## config.mk

```make
export PLATFORM = sky130hd
export DESIGN_NAME = inport_conditioner
export DESIGN_NICKNAME = d
export VERILOG_FILES = /design/src/rtl/inport_conditioner_pkg.sv /design/src/rtl/inport_conditioner_debounce.sv /design/src/rtl/inport_conditioner.sv
export SDC_FILE = /design/constraint.sdc
export NUM_CORES = 1
export LEC_CHECK = 0
export CAP_MARGIN = 10
export CORE_MARGIN = 1
export CORE_UTILIZATION = 35
export CTS_CLUSTER_DIAMETER = 40
export DETAILED_ROUTE_END_ITERATION = 7
export GPL_ROUTABILITY_DRIVEN = 0
export HOLD_SLACK_MARGIN = 0.1
export MAX_ROUTING_LAYER = met4
export PLACE_DENSITY = 0.71
export SYNTH_ARGS = -nofsm -noshare
export SYNTH_HDL_FRONTEND = slang
export SYNTH_SLANG_ARGS = --single-unit
```

## constraint.sdc

```tcl
create_clock -name fast_clk -period 2.91 [get_ports fast_clk]
set_clock_uncertainty 0.1 [all_clocks]
set_input_delay 0.7275 -clock fast_clk [delete_from_list [all_inputs] [get_ports fast_clk]]
set_output_delay 0.7275 -clock fast_clk [all_outputs]
set_load 0.02 [all_outputs]
```

## src/rtl/inport_conditioner_pkg.sv

```systemverilog
// Shared definitions for the in-port conditioner: debounce states and status bit positions.
package inport_conditioner_pkg;

  // Debounce FSM states; encodings are fixed so they read the same on a logic analyser.
  typedef enum logic [1:0] {
    IDLE         = 2'd0,
    PRESS_WAIT   = 2'd1,
    PRESSED      = 2'd2,
    RELEASE_WAIT = 2'd3
  } debounce_state_e;

  // Positions of the status flags in the 32-bit in-port word.
  localparam int READY_BIT   = 31;
  localparam int OVERRUN_BIT = 30;

endpackage

```

## src/rtl/inport_conditioner_debounce.sv

```systemverilog
// Debounce state machine: turns a synchronized button level into one accept pulse per press.
module debounce_fsm
  import inport_conditioner_pkg::*;
#(
  parameter int DEBOUNCE_CYCLES = 50000,
  parameter int CNT_W           = 16
) (
  input  logic fast_clk,
  input  logic reset,
  input  logic in_s,
  output logic accept_pulse
);

  localparam logic [CNT_W-1:0] CNT_LAST = CNT_W'(DEBOUNCE_CYCLES - 1);

  debounce_state_e state_q;
  logic [CNT_W-1:0] cnt_q;

  // The accept pulse marks the exact edge on which PRESS_WAIT completes, so the
  // capture register in the parent can load on that same edge without an extra cycle.
  assign accept_pulse = (state_q == PRESS_WAIT) && in_s && (cnt_q == CNT_LAST);

  // Press/release debouncing; the counter stops at its terminal value because the state moves on there.
  always_ff @(posedge fast_clk) begin
    if (reset) begin
      state_q <= IDLE;
      cnt_q   <= '0;
    end else begin
      case (state_q)
        IDLE: begin
          if (in_s) begin
            state_q <= PRESS_WAIT;
            cnt_q   <= '0;
          end
        end
        PRESS_WAIT: begin
          if (!in_s) begin
            state_q <= IDLE;
          end else if (cnt_q == CNT_LAST) begin
            state_q <= PRESSED;
          end else begin
            cnt_q <= cnt_q + 1'b1;
          end
        end
        PRESSED: begin
          if (!in_s) begin
            state_q <= RELEASE_WAIT;
            cnt_q   <= '0;
          end
        end
        RELEASE_WAIT: begin
          if (in_s) begin
            state_q <= PRESSED;
          end else if (cnt_q == CNT_LAST) begin
            state_q <= IDLE;
          end else begin
            cnt_q <= cnt_q + 1'b1;
          end
        end
        default: begin
          state_q <= IDLE;
          cnt_q   <= '0;
        end
      endcase
    end
  end

endmodule

```

## src/rtl/inport_conditioner.sv

```systemverilog
// Conditions raw switches and the enter button into the datapath's 32-bit IN-port word.
module inport_conditioner
  import inport_conditioner_pkg::*;
#(
  parameter int DATA_W          = 8,
  parameter int DEBOUNCE_CYCLES = 50000,
  parameter int CNT_W           = 16
) (
  input  logic              fast_clk,
  input  logic              reset,
  input  logic [DATA_W-1:0] sw_in,
  input  logic              btn_in,
  input  logic              inport_rd,
  output logic [31:0]       inport_ext_input,
  output logic              data_ready,
  output logic              overrun
);

  logic              btnSync1_q, btnSync_q;
  logic [DATA_W-1:0] swSync1_q, swSync_q;
  logic [DATA_W-1:0] data_q, data_d;
  logic              ready_q, ready_d;
  logic              overrun_q, overrun_d;
  logic              acceptPulse;

  // Two-flop synchronizers for the asynchronous board inputs.
  always_ff @(posedge fast_clk) begin
    if (reset) begin
      btnSync1_q <= 1'b0;
      btnSync_q  <= 1'b0;
      swSync1_q  <= '0;
      swSync_q   <= '0;
    end else begin
      btnSync1_q <= btn_in;
      btnSync_q  <= btnSync1_q;
      swSync1_q  <= sw_in;
      swSync_q   <= swSync1_q;
    end
  end

  debounce_fsm #(
    .DEBOUNCE_CYCLES(DEBOUNCE_CYCLES),
    .CNT_W          (CNT_W)
  ) u_debounce (
    .fast_clk    (fast_clk),
    .reset       (reset),
    .in_s        (btnSync_q),
    .accept_pulse(acceptPulse)
  );

  // Capture and ready/overrun bookkeeping; a capture on the same edge as a read
  // counts the old value as consumed, so overrun clears instead of setting.
  always_comb begin
    data_d    = data_q;
    ready_d   = ready_q;
    overrun_d = overrun_q;
    if (acceptPulse) begin
      data_d  = swSync_q;
      ready_d = 1'b1;
      if (ready_q && inport_rd) begin
        overrun_d = 1'b0;
      end else if (ready_q) begin
        overrun_d = 1'b1;
      end
    end else if (inport_rd && ready_q) begin
      ready_d   = 1'b0;
      overrun_d = 1'b0;
    end
  end

  // Capture register and status flags.
  always_ff @(posedge fast_clk) begin
    if (reset) begin
      data_q    <= '0;
      ready_q   <= 1'b0;
      overrun_q <= 1'b0;
    end else begin
      data_q    <= data_d;
      ready_q   <= ready_d;
      overrun_q <= overrun_d;
    end
  end

  // Output word is pure wiring of registers, so nothing combinational reaches the port.
  always_comb begin
    inport_ext_input                   = '0;
    inport_ext_input[DATA_W-1:0]       = data_q;
    inport_ext_input[READY_BIT]        = ready_q;
    inport_ext_input[OVERRUN_BIT]      = overrun_q;
  end

  assign data_ready = ready_q;
  assign overrun    = overrun_q;

endmodule

```

# --- Word-level counts from Yosys, hierarchy flattened ---
# Index checks and enable logic that the tools add are counted.
word_totals:
  ff_bits: 46
  in_bits: 12
  output_inout_bits: 34
  wordCells: 47
op_classes:
  addsub: 1
  n_eq_ne: 10
  muxes: 18
  n_reduce_logical: 9
ops:
  columns: ["op", "n"]
  rows:
  - ["$mux W16", 5]
  - ["$pmux W16 S4", 1]
  - ["$add A16 B1 Y16 const B", 1]
  - ["$eq A16 B16 Y1 const B", 1]
  - ["$mux W2", 6]
  - ["$ne A2 B2 Y1 const B", 4]
  - ["$pmux W2 S4", 1]
  - ["$reduce_and A4 Y1", 2]
  - ["$mux W1", 5]
  - ["$eq A2 B2 Y1 const B", 2]
  - ["$reduce_bool A2 Y1", 2]
  - ["$logic_and A1 B1 Y1", 3]
  - ["$ne A3 B2 Y1 const B", 1]
  - ["$ne A3 B3 Y1 const B", 1]
  - ["$eq A2 B1 Y1 const B", 1]
  - ["$logic_not A2 Y1", 1]
  - ["$reduce_and A2 Y1", 1]

# --- Longest topological paths before layout ---
logic_depth:
  depth_word: 5
  ltp_mapped: 7
  mapped_depth_nobuf: 5

# --- Cells and area by module ---
# A second synthesis with hierarchy kept.
hier_totals:
  hier_cells: 197
  area_unflattened_um2: 1979.4
by_module_without_submodules:
  columns: ["module", "n_inst", "cells_per_inst", "area_per_inst_um2", "seq_area_each_um2"]
  rows:
  - ["inport_conditioner", 1, 96, 1036.0, 560.5]
  - ["debounce_fsm", 1, 101, 943.4, 360.3]

# --- Least setup slack after synthesis ---
# No wires, ideal clock.
synth_path:
  kind: "reg2reg"
  startpoint: "reg u_debounce.cnt_q[0]"
  endpoint: "reg u_debounce.cnt_q[14]"
  setup_time_ps: 70
  arrival_ps: 1801
  t_required_ps: 2740
  setup_slack_ps: 940
  path_stages_with_launch: 6
  n_path_buf: 0
  period_less_slack_ps: 1970
  path_cell_list: "dfxtp_1 ha_1 nand2_1 or4b_4 or4_1 a21oi_1"
synth_via:
  elab_chain_len: 4
  word_cells_on_any_way: 6
  classes_between: "add/sub: 1; eq/ne: 1; mux: 4"
synth_rtl:
  columns: ["item", "line", "source"]
  rows:
  - ["start: declaration", "inport_conditioner_debounce.sv:17", "logic [CNT_W-1:0] cnt_q;"]
  - ["start signal: assignment", "inport_conditioner_debounce.sv:42", "cnt_q <= cnt_q + 1'b1;"]
  - ["start signal: assignment", "inport_conditioner_debounce.sv:57", "cnt_q <= cnt_q + 1'b1;"]
  - ["$add A16 B1 Y16 / $eq A16 B16 Y1 (equally long branches)", null, null]
  - ["$mux W16 (*)", "inport_conditioner_debounce.sv:39, inport_conditioner_debounce.sv:54", null]
  - ["$mux W16, on equally long branches", "inport_conditioner_debounce.sv:52, inport_conditioner_debounce.sv:37", null]
  - ["$pmux W16 S4 (*)", "inport_conditioner_debounce.sv:29", "case (state_q)"]
# Mark *: on every way between the ends. The rest lies on a longest branch, timed or not. The select of a mux whose other input is x is not followed.
# A chain may end at the register's enable or synchronous reset.

==> out/results.ini <==
[outcome]
outcome=complete, no violations

[layout]
n_antenna_cell=0
seq_area_um2=921
instances_no_fill=296
finalInstanceArea_um2=2230
finalCoreUtilization_pct=42.8
nNetsFinal=238
fillers=518
area_growth_pct=16.1
drive_gt1_share_pct=6.19
multi_input_area_um2=835

[sta]
finalHoldViolations=0
worst_slew_pin_slew_ns=0.707
finalSetupTns_ns=0
post-route-period-util_pct=74.3
min_period_ns=2.16
setup_ws_ns=0.747
slew_headroom_pct=52.5
rsz0062_at_grt=false
maxSlewViolCount=0
hold_slack_ns=0.340
setup_viol=0
max_freq_mhz=462

[route]
wire_per_inst_um=10.9
wirelength_mm=3.22
drt-pass1-iter-count=4
first_iter_violations=102
avgViaCountPerCell=4.77
drc=0
vias=1411
postRouteAntennaNets=0

[place]
dpl.hpwl_mm=2.19
dp.cells=288
io_buffers=23
dpl-instance-area_um2=2090
pre_cts_ws_ns=0.764

[global_route]
met2_usage_pct=18.6
grt_pass1_vias=1270
grt_util_met3_pct=4.43
grt_antenna_before_repair=0
grt_first_pass_wirelength_mm=5.35
overflow=0
grt_usage_pct=11.9
grt_use_met1_pct=13.7
grt_max_degree=29
top_usage_layer=met2

[clock_network]
post_cts_resize_count=0
cts_tree=done
postCtsSetupRepairBufs=0
clock-sinks=46
cts_buffers=5
htreeDepth=2
clkTransAtPathRegs_ns=0.09
clk_path_buf_depth=2
hold_buffers=0
root_buffer=clkbuf_8
clk_latency_ns=0.30

[floorplanning]
die_area_um2=5780
coreArea_um2=5200
die_y_um=76.0
io-pin-count=46
chipWidth_um=76.0
num_rows=26
start_util_pct=36.8

[worst_hold_path]
min-delay-path-class=reg -> reg

[yosys]
synth_cells=207
synth_area_um2=1920
synth.ff_latch_count=46
synth_area_leaders=dfxtp_1, buf_4, nor2b_1, a21oi_1, o21ai_0
synth_edf_count=0
netlist-cell-type-count=33
yosys.area.top_type_share_pct=48.0
synth_compound_area_share_pct=12.1
synthSimpleGateAreaFrac_pct=23.2
post-synth-top-count-cell=dfxtp_1
synth_area_leader_cell=dfxtp_1
synth_seq_area_share_pct=48.0
synth_top_family_by_area=simple AND/OR/NAND/NOR gates
synthArstFlopShare_pct=0
avgSynthCellArea_um2=9.26
synth_ff_type=dfxtp_1
synth_warnings=0
synth_fa_ha_area_share_pct=0.653
synthMuxAreaShare_pct=0
synth_common_cells=dfxtp_1, buf_4, a21oi_1
synth_xor_area_share_pct=3.20

[run]
drv_cap=0

[worst_setup_path]
arrival_ns=2.30
critPathRequiredTime_ns=3.05
crit_path_end_kind=flip-flop
crit_type=reg -> reg
cp_max_fo=11
startpoint_type=flip-flop

[power]
power.leakage_nw=0.754
p_total_mw=1.27
peakVddDrop_uv=436
powerDensity_nw_per_um2=571

[worst paths after layout]
path,startpoint,endpoint,slack [ns],depth (start not counted)
max,flip-flop,u_debounce.cnt_q[15],0.75,4
max reg2reg,flip-flop,u_debounce.cnt_q[15],0.75,4
min,swSync1_q[4],swSync_q[4],0.34,1
min reg2reg,swSync1_q[4],swSync_q[4],0.34,1
[where the power goes]
part | total, mW | leakage, nW | internal (mW) | switching (mW)
logic | 0.0661 | 0.311 | 0.0219 | 0.0441
clock network | 0.561 | 0.0683 | 0.344 | 0.217
registers | 0.644 | 0.374 | 0.641 | 0.00348
total | 1.27 | 0.754 | 1.01 | 0.265
[kinds of logic after synthesis]
logic type / count (synthesis)
adder cells (fa/ha/maj): 1
AO/OA/AOI/OAI: 43
buffers and inverters: 36
other: 1
AND/OR/NAND/NOR: 73
XOR/XNOR: 7
flip-flops: 46
[area by class of cell]
type                    count  share of cell area [%]
repair buffers             24                    10.7
well taps                  70                    3.93
inverters                   2                   0.337
clock inverters             3                    3.09
flip-flops and latches     46                    41.4
clock buffers               5                    3.09
multi-input cells         146                    37.5
[registers in the layout (all words and copies together) (netlist names), named ones only]
register	flops
data_ready	1
u_debounce.state_q	1
swSync1_q	8
swSync_q	8
u_debounce.cnt_q	16
btnSync1_q	1
btnSync_q	1
data_q	8
overrun	1
[routing by layer]
layer	share of wire [%]	vias to the layer above	wire length, µm
met5	0	-	0
met4	1.9	0	61
met3	5.8	8	188
met2	45	48	1450
met1	47	646	1520
li1	-	709	-
[placed cells by master, fill, tap and decap left out, drive strengths merged, types with 3 or more instances in the layout]
| cell | instances |
|---|---|
| a21oi | 21 |
| clkbuf | 5 |
| clkdlybuf4s50 | 23 |
| conb | 22 |
| dfxtp | 46 |
| nand2 | 6 |
| nand3 | 11 |
| nand4 | 6 |
| nor2 | 7 |
| nor2b | 19 |
| nor3 | 3 |
| o21ai | 15 |
| o31ai | 3 |
| or3 | 5 |
| or4 | 4 |
| xnor2 | 6 |
[worst max-delay path, cell delays in order, from the launching register on]
cell	delay, ns
dfxtp_1	0.41
xnor2_1	0.25
or4b_1	0.71
or4_1	0.50
a21oi_1	0.14
Power figures use the tool's default switching activity.
